`config.mk`:
```
export PLATFORM = sky130hd
export DESIGN_NAME = ascon_pc_ps_engine
export DESIGN_NICKNAME = d
export VERILOG_FILES = /design/src/rtl/ascon_pkg.sv /design/src/rtl/ascon_pc_ps_engine_sbox.sv /design/src/rtl/ascon_pc_ps_engine.sv
export SDC_FILE = /design/constraint.sdc
export NUM_CORES = 1
export LEC_CHECK = 0
export BUFFER_PORTS_ARGS = -buffer_cell sky130_fd_sc_hd__buf_4
export CAP_MARGIN = 20
export CORE_AREA = 2 2 250 252
export CTS_CLUSTER_DIAMETER = 80
export DETAILED_ROUTE_END_ITERATION = 6
export DIE_AREA = 0 0 252 254
export PLACE_DENSITY = 0.53
export SLEW_MARGIN = 20
export SYNTH_ARGS = -nofsm -noshare
export SYNTH_HDL_FRONTEND = slang
export SYNTH_HIERARCHICAL = 1
export SYNTH_SLANG_ARGS = --single-unit
```
`constraint.sdc`:
```
create_clock -name clk -period 2 [get_ports clk]
set_clock_uncertainty 0.15 [all_clocks]
set_input_delay 0.1 -clock clk [delete_from_list [all_inputs] [get_ports clk]]
set_output_delay 0.1 -clock clk [all_outputs]
set_load 0.01 [all_outputs]
```
`src/rtl/ascon_pkg.sv`:
```
// Shared constants, types and helpers for the ASCON substitution front-end.
package ascon_pkg;

    localparam int STATE_W = 320;
    localparam int LANE_W  = 64;
    localparam int NLANES  = 5;

    // Bit position inside a 64-bit lane (one S-box column).
    typedef logic [5:0] lane_idx_t;

    typedef enum logic [1:0] {
        ST_IDLE,
        ST_RUN,
        ST_DONE
    } eng_state_t;

    // Round constant for round index i, XORed into x2[7:0].
    function automatic logic [7:0] rc(input logic [3:0] i);
        return {~i, i};
    endfunction

    // Reference S-box table, index = {x0,x1,x2,x3,x4} column bits.
    localparam logic [4:0] SBOX [0:31] = '{
        5'h04, 5'h0b, 5'h1f, 5'h14, 5'h1a, 5'h15, 5'h09, 5'h02,
        5'h1b, 5'h05, 5'h08, 5'h12, 5'h1d, 5'h03, 5'h06, 5'h1c,
        5'h1e, 5'h13, 5'h07, 5'h0e, 5'h00, 5'h0d, 5'h11, 5'h18,
        5'h10, 5'h0c, 5'h01, 5'h19, 5'h16, 5'h0a, 5'h0f, 5'h17
    };

endpackage

```
`src/rtl/ascon_pc_ps_engine_sbox.sv`:
```
// Shared 5-bit ASCON S-box cell (bitsliced form); in[4] / out[4] carry x0.
module ASCON (
    input  logic [4:0] in,
    output logic [4:0] out
);

    logic a0, a1, a2, a3, a4;
    logic b0, b1, b2, b3, b4;

    // Bitsliced chi-like substitution with the ASCON input/output affine layers.
    always_comb begin
        a0 = in[4] ^ in[0];
        a1 = in[3];
        a2 = in[2] ^ in[3];
        a3 = in[1];
        a4 = in[0] ^ in[1];

        b0 = a0 ^ (~a1 & a2);
        b1 = a1 ^ (~a2 & a3);
        b2 = a2 ^ (~a3 & a4);
        b3 = a3 ^ (~a4 & a0);
        b4 = a4 ^ (~a0 & a1);

        out[3] = b1 ^ b0;
        out[4] = b0 ^ b4;
        out[1] = b3 ^ b2;
        out[2] = ~b2;
        out[0] = b4;
    end

endmodule

```
`src/rtl/ascon_pc_ps_engine.sv`:
```
// ASCON round front-end: constant addition then column-serial substitution,
// COLS S-box columns per cycle, valid/ready on both sides.
module ascon_pc_ps_engine
    import ascon_pkg::*;
#(
    parameter int COLS = 8
) (
    input  logic               clk,
    input  logic               rst,
    input  logic               in_valid,
    output logic               in_ready,
    input  logic [STATE_W-1:0] in_state,
    input  logic [3:0]         round_idx,
    output logic               out_valid,
    input  logic               out_ready,
    output logic [STATE_W-1:0] out_state,
    output logic               busy
);

    localparam int NGRP  = LANE_W / COLS;
    localparam int CNT_W = (NGRP > 1) ? $clog2(NGRP) : 1;
    localparam logic [CNT_W-1:0] CNT_LAST = CNT_W'(NGRP - 1);

    if (!(COLS == 1 || COLS == 2 || COLS == 4 || COLS == 8 ||
          COLS == 16 || COLS == 32 || COLS == 64)) begin : g_bad_cols
        $error("ascon_pc_ps_engine: COLS must be a power of two in 1..64");
    end

    eng_state_t state, state_nx;
    logic [CNT_W-1:0] cnt;

    // work[4] is x0 ... work[0] is x4, so a column's bit m sits in work[m].
    logic [NLANES-1:0][LANE_W-1:0] work, work_nx, load_val;
    logic [COLS-1:0][4:0]          sb_in, sb_out;
    logic [NLANES-1:0][COLS-1:0]   col_out;
    logic [LANE_W+COLS-1:0]        cat;
    logic                          accept;

    // The working register rotates right by COLS each RUN cycle, so the
    // current group is always in the low COLS bits and the substituted bits
    // re-enter at the top. After NGRP cycles every column is back in place.
    for (genvar c = 0; c < COLS; c++) begin : g_col
        assign sb_in[c] = {work[4][c], work[3][c], work[2][c], work[1][c], work[0][c]};

        ASCON u_sbox (
            .in  (sb_in[c]),
            .out (sb_out[c])
        );

        for (genvar m = 0; m < NLANES; m++) begin : g_bit
            assign col_out[m][c] = sb_out[c][m];
        end
    end

    assign accept    = in_valid && in_ready;
    assign out_state = work;

    // Accepted state with the round constant folded into x2[7:0].
    always_comb begin
        load_val       = in_state;
        load_val[2][7:0] = load_val[2][7:0] ^ rc(round_idx);
    end

    // One RUN step: substitute the low group and rotate it to the top.
    always_comb begin
        work_nx = work;
        cat     = '0;
        for (int m = 0; m < NLANES; m++) begin
            cat        = {col_out[m], work[m]};
            work_nx[m] = cat[LANE_W+COLS-1:COLS];
        end
    end

    // FSM state register.
    always_ff @(posedge clk) begin
        if (rst) state <= ST_IDLE;
        else     state <= state_nx;
    end

    // FSM next-state logic.
    always_comb begin
        state_nx = state;
        case (state)
            ST_IDLE: if (in_valid)        state_nx = ST_RUN;
            ST_RUN:  if (cnt == CNT_LAST) state_nx = ST_DONE;
            ST_DONE: if (out_ready)       state_nx = ST_IDLE;
            default:                      state_nx = ST_IDLE;
        endcase
    end

    // FSM outputs.
    always_comb begin
        in_ready  = (state == ST_IDLE);
        busy      = (state == ST_RUN);
        out_valid = (state == ST_DONE);
    end

    // Working register and group counter; counter saturates at NGRP-1.
    always_ff @(posedge clk) begin
        if (rst) begin
            work <= '0;
            cnt  <= '0;
        end else if (accept) begin
            work <= load_val;
            cnt  <= '0;
        end else if (state == ST_RUN) begin
            work <= work_nx;
            if (cnt != CNT_LAST) cnt <= cnt + 1'b1;
        end
    end

endmodule

```
==> results of run 1 <==
## timing repair
| action | in CTS | in global routing |
|---|---|---|
| endpoints found under the hold margin | 316 | 0 |
| hold buffers | 325 | 0 |
| buffers inserted | 4 | 0 |
| resized for setup | 2 | 4 |
| endpoints found under the setup margin | 1 | 5 |
| cloned | 1 | 0 |
| pin swaps | 0 | 1 |
## kinds of logic after synthesis
logic type	Yosys count
compound gates	644
buf+inv	308
flops	325
fa+ha+maj	26
mux	2
xor+xnor	73
simple gates	661
## sequential cells by signal (all words and copies together), names as in the netlist
register   count
out_state    320
cnt            3
state          2
## synthesized netlist by cell type
master,count
maj3_1,8
dfxtp_1,325
nor3_1,1
inv_2,2
nor2b_1,2
xnor2_1,45
buf_2,52
o22ai_1,8
o21ai_0,8
a221o_1,8
nand2_1,8
a21o_1,1
buf_1,10
nand2b_1,1
buf_4,94
a211oi_1,312
nor3b_2,1
buf_6,3
o21ba_1,1
nor2_1,647
a21oi_1,1
clkbuf_1,122
or4b_1,1
mux2i_1,2
xor2_1,28
a22oi_1,1
o2bb2ai_1,304
inv_1,25
ha_1,18
## worst reg2reg max path: cells and delay by family (launching register included)
family / cells / cell delay (ns)
flops: 1 / 0.43
compound gates: 2 / 0.48
buf+inv: 5 / 0.75
## power by group
part,internal (mW),leakage (nW),switching (mW)
sequential,7.17,2.70,0.781
clock,4.86,0.715,3.14
combinational,3.19,8.43,3.19
total,15.2,11.9,7.11
## metrics by stage
stage / util [%] / worst slack, ns
after CTS: 44.5 / 0.0326
after detailed placement: 36.7 / 0.0346
after global routing: 44.6 / 0.00736
after global placement: 36.7 / 0.0208
final: 44.6 / 0.0685
after floorplan: - / 0.380
## worst paths after layout
check / to / slack (ns) / depth (start not counted)
setup / recovery: out_state[0] / 0.07 / 7
hold reg to reg: cnt[1] / 0.36 / 2
setup reg to reg: out_state[0] / 0.07 / 7
hold / removal: out_state[261] / 0.02 / 4
## per-layer routing
layer  part of all wire, %  vias to the layer above  wire [um]
li1                      -                     8980          -
met1                    42                     9304      34500
met2                    49                      757      40100
met3                   5.7                      155       4700
met4                   3.3                        0       2750
met5                     0                        -          0
## cell usage in the layout, fill, tap and decap left out, types with 2 or more instances in the layout
master and instances:
a211oi_1 312, a221o_1 8, buf_12 29, buf_4 744, buf_8 2, bufinv_16 3, clkbuf_1 8, clkbuf_16 45
clkbuf_8 10, clkinv_2 6, dfxtp_1 324, diode_2 4, dlygate4sd3_1 325, ha_1 18, inv_1 25, inv_6 2
inv_8 2, maj3_1 8, mux2i_1 2, nand2_1 8, nor2_1 647, o21ai_0 8, o22ai_1 8, o2bb2ai_1 304
xnor2_1 43, xnor2_2 2, xor2_1 26, xor2_2 2
## final cells by class
class	count	area [um2]	area share [%]
antenna	4	10.0	0.0367
clock inverter	13	154	0.564
inverter	27	116	0.426
sequential	325	6510	23.9
clock buffer	63	1290	4.74
multi-input combinational	1406	8710	31.9
timing repair buffer	1102	9510	34.8
tap	790	988	3.62
==> metrics.md, run 1 <==
| Metric | Value |
|---|---|
| Cell row count | `91` |
| Max stage delay cell, worst path | `dfxtp_4` |
| PwrDens | `818 nW/um2` |
| Worst min-delay path class | `in -> reg` |
| Initial antenna violation count | `4` |
| Syn_area_per_cell | `8.23 um2` |
| Largest net degree at the start of global routing | `120` |
| Vias | `19196` |
| DRT Pass-1 Iters | `5` |
| Port-buffer cells | `650` |
| Register area share after synthesis | `38.8%` |
| Global-route wire length before repair | `120000 um` |
| Synthesized Nets | `2385` |
| Outcome | `complete, no violations` |
| H-tree depth | `2` |
| Detail Route Antenna Nets | `0` |
| GPL Wtd Cong | `0.908` |
| Compound-Gate Fraction of Synth Area | `31.0%` |
| Max cap viols | `0` |
| CP top delay family | `buffers and inverters` |
| CP Capture Type | `register` |
| Ys Warns | `6` |
| Clock Latency Late Sink | `0.57 ns` |
| Die Area | `64000 um2` |
| Bufs and invs on worst path | `5` |
| Gr busiest metal | `met2` |
| Synth area leaders | `dfxtp_1 (39%), o2bb2ai_1 (16%), nor2_1 (14%)` |
| Setup_tns | `0 ns` |
| CP Max Fanout | `19` |
| Final Setup Violations | `0` |
| Design Area, Final | `27300 um2` |
| Crit Path Category | `reg -> reg` |
| Rel. slew slack | `41.2%` |
| Fillers | `5884` |
| DR WL/cell | `22.0 um` |
| Synth Cell Area | `16800 um2` |
| Buffer depth of the longest clock path | `3` |
| Worst path cell trace | `buf_12 > inv_8 > buf_12 > buf_4 > o2bb2ai_1 > buf_4 > a211oi_1` |
| Critical path startpoint | `state[0]` |
| Die Height | `254 um` |
| DIE WIDTH | `252 um` |
| Crit-path max cell delay | `0.43 ns` |
| Fmax | `518 MHz` |
| CTS tree | `done` |
| Worst hold start | `in_state[261]` |
| Worst setup SP type | `register` |
| I/O pin total | `651` |
| Mux share of post-synthesis cell area | `0.119%` |
| Crit path arrival time | `2.21 ns` |
| Clock Tree Root | `clkbuf_16` |
| Met3 Resource Use GR | `3.93%` |
| Final Hold Fails | `0` |
| Final max-slew violation count | `0` |
| Peak VDD IR | `0.569 mV` |
| Adder-Cell Fraction of Synth Area | `1.82%` |
| Final HPWL DP | `59100 um` |
| Final Net Count | `3250` |
| Synthesized flop and latch total | `325` |
| Global-route total usage across every layer | `24.5%` |
| Vias in the first global route | `18984` |
| Tmin final | `1.93 ns` |
| Simple-Gate Fraction of Synth Area | `14.9%` |
| Post-route insts no fill | `3730` |
| Layout cells sized above 1 | `29.1%` |
| M2 GR Usage | `42.1%` |
| DRT Wirelength | `82100 um` |
| Number of cells after detailed placement | `3320` |
| RSZ-0062 raised after global routing | `no` |
| Gr ovfl total | `0` |
| Clock transition at path regs | `0.06 ns` |
| DRC viols | `0` |
| Synth Area in XOR/XNOR | `3.81%` |
| Final Cycle Share | `96.6%` |
| Routing usage on met1 | `30.9%` |
| Synth cell types | `29` |
| Mapped Cells | `2039` |
| Reg2reg start | `state[0]` |
| Total power | `22.3 mW` |
| Combinational family with the most area after synthesis | `compound AO/OA/AOI/OAI gates` |
| Cell taking the most area after synthesis | `dfxtp_1` |
| Detailed Route Iter0 Violations | `1321` |
| Area growth syn-to-layout | `62.7%` |
| Core area | `61300 um2` |
| Clock sink count | `325` |
| Initial core utilization | `27.4%` |
| Static leakage | `11.9 nW` |
| Hold WS | `0.0202 ns` |
| CTS buffer count | `42` |
| Via density | `5.15` |
| WP data required | `2.28 ns` |
| Slew @ Worst Pin | `0.875 ns` |
| Post-DP Area | `22500 um2` |
| Yosys top cell area share | `38.8%` |
(Power assumes the default switching activity.)
==> run 2, diff against run 1 <==
GPL_TIMING_DRIVEN = 0   (was not set)
==> metrics.md, run 2 (same netlist as run 1, synthesis figures left out) <==
| Metric | Value |
|---|---|
| Die Area | `64000 um2` |
| Psw | `7.15 mW` |
| Clock Tree Root | `clkbuf_16` |
| Final Cycle Share | `98.5%` |
| Switch share | `32.1%` |
| Via density | `5.09` |
| Reg power frac | `36.2%` |
| DR WL/cell | `22.6 um` |
| Peak VDD IR | `0.526 mV` |
| Final Setup Violations | `0` |
| Clock transition at path regs | `0.06 ns` |
| Initial core utilization | `27.4%` |
| CTS tree | `done` |
| Cell row count | `91` |
| DRT Wirelength | `87900 um` |
| Global-route total usage across every layer | `26.2%` |
| R2R Setup Slk | `0.03 ns` |
| Detailed Route Iter0 Violations | `1154` |
| Max cap viols | `0` |
| CP Max Fanout | `10` |
| Gr ovfl total | `0` |
| Largest net degree at the start of global routing | `12` |
| Crit Path Category | `reg -> reg` |
| Crit path arrival time | `2.30 ns` |
| Total power | `22.3 mW` |
| Final Hold Fails | `0` |
| Outcome | `complete, no violations` |
| H-tree depth | `2` |
| Port-buffer cells | `650` |
| Final max-slew violation count | `0` |
| DRT Pass-1 Iters | `7` |
| Design Area, Final | `27700 um2` |
| Layout cells sized above 1 | `30.1%` |
| Static leakage | `12.0 nW` |
| Commonest non-fill, non-tap cell in the layout | `buf_4` |
| Global-route wire length before repair | `127000 um` |
| Worst setup SP type | `register` |
| Clock Latency Late Sink | `0.57 ns` |
| Final Net Count | `3411` |
| DRC viols | `0` |
| Initial antenna violation count | `3` |
| Clk pwr share | `34.7%` |
| Largest register FFs | `320` |
| Post-DP Area | `22600 um2` |
| Tmin final | `1.97 ns` |
| RSZ-0062 raised after global routing | `yes` |
| Fmax | `508 MHz` |
| Most frequent cells in the layout | `buf_4 (747), nor2_1 (647), dlygate4sd3_1 (330), a211oi_1 (311), dfxtp_1 (306)` |
| CP Capture Type | `register` |
| Vias | `19761` |
| Vias in the first global route | `20010` |
| Worst min-delay path class | `in -> reg` |
| Die Height | `254 um` |
| Clock sink count | `325` |
| Detail Route Antenna Nets | `0` |
| Core area | `61300 um2` |
| Rel. slew slack | `47.2%` |
| GPL Wtd Cong | `0.945` |
| Slew @ Worst Pin | `0.792 ns` |
| I/O pin total | `651` |
| Combinational Power Share | `29.1%` |
| CTS buffer count | `42` |
| Area growth syn-to-layout | `64.9%` |
| DIE WIDTH | `252 um` |
| Power Internal | `15.2 mW` |
| PwrDens | `807 nW/um2` |
| WP data required | `2.33 ns` |
| Final HPWL DP | `68700 um` |
| Buffer depth of the longest clock path | `3` |
run 2: worst paths after layout:
| path | cells past startpoint | start | end |
|---|---|---|---|
| worst min-delay path | 6 | in_valid | out_state[42] |
| worst max-delay path | 6 | state[0] | out_state[312] |
| worst min register to register | 2 | cnt[2] | cnt[2] |
| worst max register to register | 6 | state[0] | out_state[312] |
run 2: layout make-up:
class	instances	area [um2]
multi-input cells	1406	8830
clock buffers	64	1300
clock inverters	7	97.6
plain buffers	281	1610
inverters	27	101
diodes	2	5.00
flip-flops and latches	325	6530
fillers	6068	33600
well taps	790	988
repair buffers	982	8200
run 2: per-stage QoR:
step	setup TNS (ns)	hold slack, ns	utilization, %	std cells	worst slack, ns
floorplan	0	0.137	-	2039	0.380
global placement	-71.44	0.276	37.0	3479	-0.426
detailed placement	-73.88	0.302	37.0	3479	-0.451
CTS	-0.00379	0.157	44.9	3880	-0.00193
global route	-0.00174	0.215	45.2	3884	-0.00172
finish	0	0.180	45.2	3884	0.0300
run 2: what timing repair did:
item                                    in CTS  in global routing
hold buffers                               330                  0
pin swaps                                    0                  1
buffers inserted                             0                  2
endpoints found under the setup margin     284                236
resized for setup                           48                 72
hold endpoints to repair                   321                  0
gates cloned                                 0                  0
run 2: power groups by stage:
stage | Clock, mW | Combinational (mW) | Sequential (mW)
after detailed placement | 0 | 5.76 | 8.19
after floorplan | 0 | 2.84 | 8.03
final | 7.75 | 6.49 | 8.07
after global placement | 0 | 5.72 | 8.18
after CTS | 7.86 | 6.45 | 8.06
after global routing | 8.12 | 6.97 | 8.15
run 2: critical path: stages, from the launching register on:
cell,delay [ns]
dfxtp_1,0.30
clkbuf_4,0.19
inv_2,0.16
buf_4,0.28
clkbuf_2,0.33
o2bb2ai_1,0.19
a211oi_1,0.25
run 2: routing by layer:
layer	wire length [um]	vias to the layer above	share of wire [%]	track usage [%]
met3	4970	139	5.6	4.22
met2	43800	764	50	46.2
met5	0	-	0	0
met1	36400	9542	41	32.3
li1	-	9316	-	-
met4	2760	0	3.1	8.52
==> run 3, diff against run 2 <==
CORE_AREA = 2 2 255 257   (was 2 2 250 252)
DIE_AREA = 0 0 257 259   (was 0 0 252 254)
PLACE_DENSITY = 0.51   (was 0.53)
clock period = 2.5 ns   (was 2 ns; I/O delays follow)
==> metrics.md, run 3 (same netlist as run 1, synthesis figures left out) <==
| Metric | Value |
|---|---|
| Post-route insts no fill | `3946` |
| Area growth syn-to-layout | `62.8%` |
| Global-route wire length before repair | `129000 um` |
| Final Hold Fails | `0` |
| Worst setup SP type | `register` |
| Clock transition at path regs | `0.06 ns` |
| Peak VDD IR | `0.378 mV` |
| Largest net degree at the start of global routing | `12` |
| Post-CTS setup buffer count | `0` |
| Switch share | `32.6%` |
| Via density | `4.97` |
| Cell row count | `93` |
| H-tree depth | `2` |
| Slew @ Worst Pin | `0.965 ns` |
| Final HPWL DP | `69500 um` |
| Max cap viols | `0` |
| Final Net Count | `3406` |
| Gr ovfl total | `0` |
| Power Internal | `11.7 mW` |
| Layout cells sized above 1 | `28.0%` |
| Initial antenna violation count | `3` |
| Combinational Power Share | `29.2%` |
| CP Capture Type | `register` |
| Crit Path Category | `reg -> reg` |
| Clock Latency Late Sink | `0.55 ns` |
| Clock sink count | `325` |
| RSZ-0062 raised after global routing | `no` |
| DIE WIDTH | `257 um` |
| Clock Tree Root | `clkbuf_16` |
| Die Height | `259 um` |
| Number of cells after detailed placement | `3544` |
| DR WL/cell | `22.3 um` |
| WP data required | `2.75 ns` |
| CTS tree | `done` |
| Fillers | `6424` |
| PwrDens | `635 nW/um2` |
| Worst min-delay path class | `in -> reg` |
| Fmax | `437 MHz` |
| GPL Wtd Cong | `0.940` |
| Setup WS pre-CTS | `0.0652 ns` |
| Most frequent cells in the layout | `buf_4 (744), nor2_1 (647), dlygate4sd3_1 (328), dfxtp_1 (325), a211oi_1 (312)` |
| Psw | `5.64 mW` |
| Port-buffer cells | `650` |
| Buffer depth of the longest clock path | `3` |
| Setup_tns | `0 ns` |
| Vias in the first global route | `19937` |
| Setup WS post-layout | `0.211 ns` |
| CTS buffer count | `41` |
| Core area | `63900 um2` |
| Detailed Route Iter0 Violations | `1242` |
| DRC viols | `0` |
| DRT Pass-1 Iters | `5` |
| DRT Wirelength | `88100 um` |
| I/O pin total | `651` |
| Final max-slew violation count | `0` |
| Commonest non-fill, non-tap cell in the layout | `buf_4` |
| Final Cycle Share | `91.6%` |
| Static leakage | `11.8 nW` |
| Die Area | `66600 um2` |
| Outcome | `complete, no violations` |
| Crit path arrival time | `2.54 ns` |
| Largest register FFs | `320` |
| Rel. slew slack | `35.2%` |
| Global-route total usage across every layer | `25.3%` |
| Final Setup Violations | `0` |
| Tmin final | `2.29 ns` |
| Initial core utilization | `26.3%` |
| Vias | `19625` |
| CP Max Fanout | `10` |
| Reg power frac | `37.3%` |
| Detail Route Antenna Nets | `0` |
| Clk pwr share | `33.6%` |
==> run 3: layer usage <==
metal  global-route usage, %  share of wire [%]
met1                    31.2                 42
met2                    44.7                 49
met3                    3.95                5.5
met4                    8.93                3.6
met5                       0              0.012
==> run 3: critical path: stages, from the launching register on <==
cell and delay [ns]:
dfxtp_1 0.43, inv_2 0.18, clkbuf_1 0.74, clkbuf_1 0.47, a211oi_1 0.16
==> run 3: worst paths after layout <==
kind	startpoint	depth (start not counted)	endpoint	slack (ns)
setup reg to reg	state[1]	4	out_state[209]	0.21
setup / recovery	state[1]	4	out_state[209]	0.21
hold / removal	in_state[247]	4	out_state[247]	0.01
hold reg to reg	cnt[2]	2	cnt[2]	0.36
==> run 3: layout make-up <==
class	count	area, um2	share of cell area, %
timing repair buffer	978	8160	29.9
inverter	27	101	0.371
clock inverter	7	48.8	0.179
multi-input combinational	1406	8670	31.8
buffer	281	1500	5.48
tap	855	1070	3.92
sequential	325	6510	23.8
antenna	4	10.0	0.0366
clock buffer	63	1250	4.57
==> run 3: through the flow <==
step	hold slack, ns	total power, mW	util (%)	instance area (um2)
2_1_floorplan	0.162	8.70	-	16800
3_3_place_gp	0.310	11.2	35.6	22700
3_5_place_dp	0.312	11.2	35.6	22700
4_1_cts	0.0105	17.4	42.7	27300
5_1_grt	0.0385	18.1	42.8	27300
6_report	0.0127	17.3	42.8	27300
==> run 3: what timing repair did <==
action,4_1_cts,5_1_grt
hold buffers,328,0
setup endpoints to repair,0,6
gates resized for setup,0,3
hold endpoints to repair,320,0
==> run 3: power by group through the flow <==
stage               Combinational [mW]  Clock, mW  Sequential (mW)
floorplan                         2.28          0             6.42
global placement                  4.58          0             6.57
detailed placement                4.61          0             6.57
CTS                               5.07       5.91             6.46
global route                      5.46       6.10             6.53
finish                            5.06       5.82             6.46
